<file path="src/rtl/lzc_seq.sv">
// Multi-cycle handshaked leading-zero counter: scans CHUNK bits per cycle, MSB first.
// Define LZC_SEQ_NORM_EN to produce the left-normalised operand on o_norm.
module lzc_seq #(
  parameter int unsigned WIDTH = 24,
  parameter int unsigned CHUNK = 4
) (
  input  logic             clk,
  input  logic             reset_n,
  input  logic             i_valid,
  output logic             o_ready,
  input  logic [WIDTH-1:0] i_data,
  output logic             o_valid,
  input  logic             i_ready,
  output logic [6:0]       o_cnt,
  output logic             o_zero,
  output logic [WIDTH-1:0] o_norm
);

  localparam int unsigned NCHUNK = (WIDTH + CHUNK - 1) / CHUNK;

  typedef enum logic [1:0] {StIdle, StScan, StDone} state_e;

  state_e           state_q;
  logic [WIDTH-1:0] sr_q;
  logic [6:0]       acc_q;
  logic [6:0]       idx_q;
  logic [6:0]       cnt_q;
  logic             zero_q;
  logic [CHUNK-1:0] top;
  logic [6:0]       lz;
  logic [6:0]       acc_next;
  logic             accept;

  // Leading zeros of a nonzero chunk; the highest set bit wins.
  function automatic logic [6:0] chunk_lz(input logic [CHUNK-1:0] c);
    logic [6:0] r;
    r = 7'(CHUNK);
    for (int i = 0; i < int'(CHUNK); i++) begin
      if (c[i]) r = 7'(int'(CHUNK) - 1 - i);
    end
    return r;
  endfunction

  // Bits shifted in from the right are zero, so a partial last chunk is zero-padded.
  always_comb begin
    top      = sr_q[WIDTH-1 -: CHUNK];
    lz       = chunk_lz(top);
    acc_next = acc_q + 7'(CHUNK);
  end

  always_comb begin
    o_ready = 1'b0;
    unique case (state_q)
      StIdle:  o_ready = 1'b1;
      StScan:  o_ready = 1'b0;
      StDone:  o_ready = i_ready;
      default: o_ready = 1'b0;
    endcase
  end

  assign accept  = o_ready & i_valid;
  assign o_valid = (state_q == StDone);
  assign o_cnt   = cnt_q;
  assign o_zero  = zero_q;

`ifdef LZC_SEQ_NORM_EN
  logic [WIDTH-1:0] norm_q;
  assign o_norm = norm_q;
`else
  assign o_norm = '0;
`endif

  always_ff @(posedge clk) begin
    if (!reset_n) begin
      state_q <= StIdle;
      sr_q    <= '0;
      acc_q   <= '0;
      idx_q   <= '0;
      cnt_q   <= '0;
      zero_q  <= 1'b0;
`ifdef LZC_SEQ_NORM_EN
      norm_q  <= '0;
`endif
    end else begin
      unique case (state_q)
        StIdle: begin
          if (accept) begin
            sr_q    <= i_data;
            acc_q   <= '0;
            idx_q   <= '0;
            state_q <= StScan;
          end
        end
        StScan: begin
          if (top != '0) begin
            cnt_q   <= acc_q + lz;
            zero_q  <= 1'b0;
            state_q <= StDone;
`ifdef LZC_SEQ_NORM_EN
            sr_q    <= sr_q << lz;
            norm_q  <= sr_q << lz;
`endif
          end else begin
            acc_q <= acc_next;
            sr_q  <= sr_q << CHUNK;
            idx_q <= idx_q + 7'd1;
            if (idx_q == 7'(NCHUNK - 1)) begin
              // Padding bits of a partial last chunk would overcount; clamp.
              cnt_q   <= (acc_next > 7'(WIDTH)) ? 7'(WIDTH) : acc_next;
              zero_q  <= 1'b1;
              state_q <= StDone;
`ifdef LZC_SEQ_NORM_EN
              norm_q  <= '0;
`endif
            end
          end
        end
        StDone: begin
          if (i_ready) begin
            if (i_valid) begin
              sr_q    <= i_data;
              acc_q   <= '0;
              idx_q   <= '0;
              state_q <= StScan;
            end else begin
              state_q <= StIdle;
            end
          end
        end
        default: state_q <= StIdle;
      endcase
    end
  end

endmodule
</file>
<file path="config.mk">
export PLATFORM = sky130hd
export DESIGN_NAME = lzc_seq
export DESIGN_NICKNAME = d
export VERILOG_FILES = /design/src/rtl/lzc_seq.sv
export SDC_FILE = /design/constraint.sdc
export NUM_CORES = 1
export LEC_CHECK = 0
export CORE_MARGIN = 1.5
export CORE_UTILIZATION = 45
export CTS_BUF_LIST = sky130_fd_sc_hd__clkbuf_2
export CTS_CLUSTER_DIAMETER = 60
export DETAILED_ROUTE_END_ITERATION = 6
export HOLD_SLACK_MARGIN = 0.1
export PLACE_DENSITY_LB_ADDON = 0.12
export SETUP_SLACK_MARGIN = 0.05
export SLEW_MARGIN = 20
export SYNTH_ARGS = -nofsm -noshare
export SYNTH_HDL_FRONTEND = slang
export SYNTH_SLANG_ARGS = --single-unit
</file>
<file path="constraint.sdc">
create_clock -name clk -period 1.6 [get_ports clk]
set_input_delay 0.48 -clock clk [delete_from_list [all_inputs] [get_ports clk]]
set_output_delay 0.48 -clock clk [all_outputs]
set_load 0.05 [all_outputs]
</file>
==> key figures <==
Final layout
  – Layout cell share with drive strength beyond 1: 0.257
  – Design area: 3320 um2
  – Finished Layout Cells: 432
  – Ant diodes: 0
  – Final Net Count: 396
  – Fill count: 460
  – Area grow syn2layout: 40.9%

Setup path
  – Worst path cell trace: or4_4, o32a_1, buf_4, or3_1, a21oi_2
  – RR Endpoint: acc_q[5]
  – WS Path Type: register to register
  – Crit-path leading delay family: simple AND/OR/NAND/NOR gates
  – Critical Path RT: 1950 ps
  – Crit end category: register
  – Signal arrival time at the worst endpoint: 2170 ps
  – CP bufs+invs: 1
  – Crit path max fanout: 4
  – Worst stage delay on the critical path: 540 ps
  – Worst r2r path cells: 5
  – Crit start category: register
  – Reg2reg setup slack: -220 ps
  – R2R Path Start: sr_q[22]
  – Slowest stage cell, crit path: or4_4

Detailed routing
  – Post-route ant nets: 0
  – Via density: 5.03
  – Initial DRC Count: 56
  – Via count: 2173
  – DRT Pass-1 Iters: 4
  – Drt total wl: 5520 um
  – DRC Markers: 0
  – Routed len/inst: 12.8 um

Synth
  – Sequential area share after synthesis: 0.391
  – Number of synthesized flops with an enable pin: 0
  – Cell Area, Synth: 2360 um2
  – Cell variety after synth: 36
  – Post-synth top cells: nand2_1, dfxtp_1, nor2_1
  – Most instantiated library cell after synthesis: nand2_1
  – Area leader, netlist: dfxtp_1
  – Mean Syn Cell Area: 7.96 um2
  – Cell count after synthesis: 296
  – Dominant cells by area after synthesis: dfxtp_1, buf_4, nand2_1, a311oi_1, nor2_1
  – Post-synth top area share: 0.391
  – Yosys reg bits: 46
  – Most used DFF post-synth: dfxtp_1
  – Async SR Flop Fraction: 0
  – Yosys warnings: 0

Outcome
  – Failing checks: setup timing
  – Outcome: complete, but fails checks

Place
  – Post-DP HPWL: 3630 um
  – Placed cells: 415
  – RePlAce Congestion: 0.839
  – Number of I/O port buffers: 37
  – Place WS: -496 ps
  – Dpl cell area: 3030 um2

Global route
  – Total congestion overflow: 0
  – Largest net degree at the start of global routing: 22
  – Antenna violations before repair: 0
  – Number of global-route vias before repair: 1942
  – Total Routing Usage GR: 0.203
  – First-pass GRT wire length: 8800 um

CTS
  – CTS tree: done
  – Root buffer cell: clkbuf_2
  – Cts hold-fix bufs: 0
  – Skew-Pair Late Insertion Delay: 400 ps
  – CTS sink cnt: 46
  – CTS Buf Count: 5
  – Clk slew on worst S/H paths: 240 ps
  – Clk buf depth: 2
  – H-tree depth: 2

STA
  – RSZ-0062 raised after global routing: true
  – Final Setup Violations: 46
  – Worst clock skew: 14.8 ps
  – Peak Freq: 549 MHz
  – Min cycle time layout: 1820 ps
  – Hold Vio Cnt, Final: 0
  – Fin. max-slew vios: 0
  – Worst setup margin: -222 ps
  – Tcrit/Tclk final: 1.14

Floorplan
  – Die width: 75.4 um
  – Initial core utilization: 0.464
  – Rows: 26
  – DIE AREA: 5680 um2
  – CORE AREA: 5070 um2
  – Die H: 75.4 um
  – Ports: 62

Min path
  – Hold Path Class: register to register
  – Hold Path Cell Cnt: 2
  – HP Start: sr_q[8]
  – Worst Hold End: sr_q[12]

Power
  – Total power: 2.93 mW
  – Worst vdd ir: 0.451 mV
  – LEAKAGE: 1.29 nW
  – Pwr per Cell Area: 883 nW/um2

Flow run
  – Number of max-cap violations: 0
## per-stage QoR
step | TNS (ps) | hold slack (ps) | util
after floorplan | -3370 | 447 | -
after global placement | -15980 | 461 | 0.597
after detailed placement | -16480 | 467 | 0.597
after CTS | -6530 | 480 | 0.631
after global routing | -9620 | 511 | 0.655
final | -6560 | 474 | 0.655
## cell type report
type / instances / area (um2) / share of cell area
repair buffers: 80 / 862 / 0.260
clock buffers: 6 / 30.0 / 0.00904
flip-flops and latches: 46 / 927 / 0.279
multi-input cells: 221 / 1370 / 0.413
clock inverters: 1 / 7.51 / 0.00226
well taps: 70 / 87.6 / 0.0264
inverters: 8 / 35.0 / 0.0105
## timing repair
action,4_1_cts,5_1_grt
cloned,1,0
setup buffers,6,3
pin swaps,10,6
endpoints found under the setup margin,47,47
resized for setup,20,25
## cells by family after synthesis
kind of cell,after synthesis,share of synthesized area
adders and majority gates,6,0.0318
other,1,0.00159
and+or+nand+nor,125,0.239
xor gates and xnor gates,7,0.0260
AOI/OAI and AO/OA,59,0.184
buffers and inverters,52,0.127
DFF,46,0.391
## layer usage
layer	vias up	GRT usage	share of wire
met5	-	0	0
li1	1114	-	-
met2	48	0.354	0.50
met4	0	0.0476	0.013
met1	1004	0.252	0.45
met3	7	0.0516	0.031
## flip-flops by register name (all words and copies together) (netlist names)
| signal | count |
|---|---|
| o_cnt | 7 |
| state_q | 2 |
| acc_q | 5 |
| idx_q | 7 |
| sr_q | 24 |
| o_zero | 1 |
## tightest hold or removal path: stages, from the launching register on
cell      delay [ps]
dfxtp_1          360
nand2_1           50
a311oi_1          70
## cells in the final DEF (no fill, tap or decap), types with 3 or more instances in the layout
master           count
nand2_1             47
dfxtp_1             41
nor2_1              32
buf_4               32
clkdlybuf4s50_1     26
conb_1              24
a311oi_1            20
buf_12              11
a21oi_1              9
or3_1                8
buf_6                8
inv_1                7
o21ai_1              6
clkbuf_2             6
a21oi_2              5
xnor2_1              5
nand4_1              5
nand3_1              5
ha_1                 5
dfxtp_2              5
nor3_1               4
nand2b_1             3
nand3_2              3
a22oi_2              3
a31oi_1              3
## where the power goes
part	switching [mW]	total, mW	internal, mW
combinational	0.607	1.13	0.525
clock	0.368	0.474	0.106
sequential	0.0714	1.33	1.26
## worst max-delay path by stage
| stage | to | start | depth (start not counted) |
|---|---|---|---|
| global placement | idx_q[3] | i_valid | 6 |
| finish | acc_q[5] | sr_q[22] | 5 |
| detailed placement | idx_q[5] | i_valid | 6 |
| global route | acc_q[5] | sr_q[22] | 5 |
| CTS | idx_q[2] | sr_q[22] | 5 |
| floorplan | acc_q[4] | sr_q[22] | 6 |
Power figures use the tool's default switching activity.
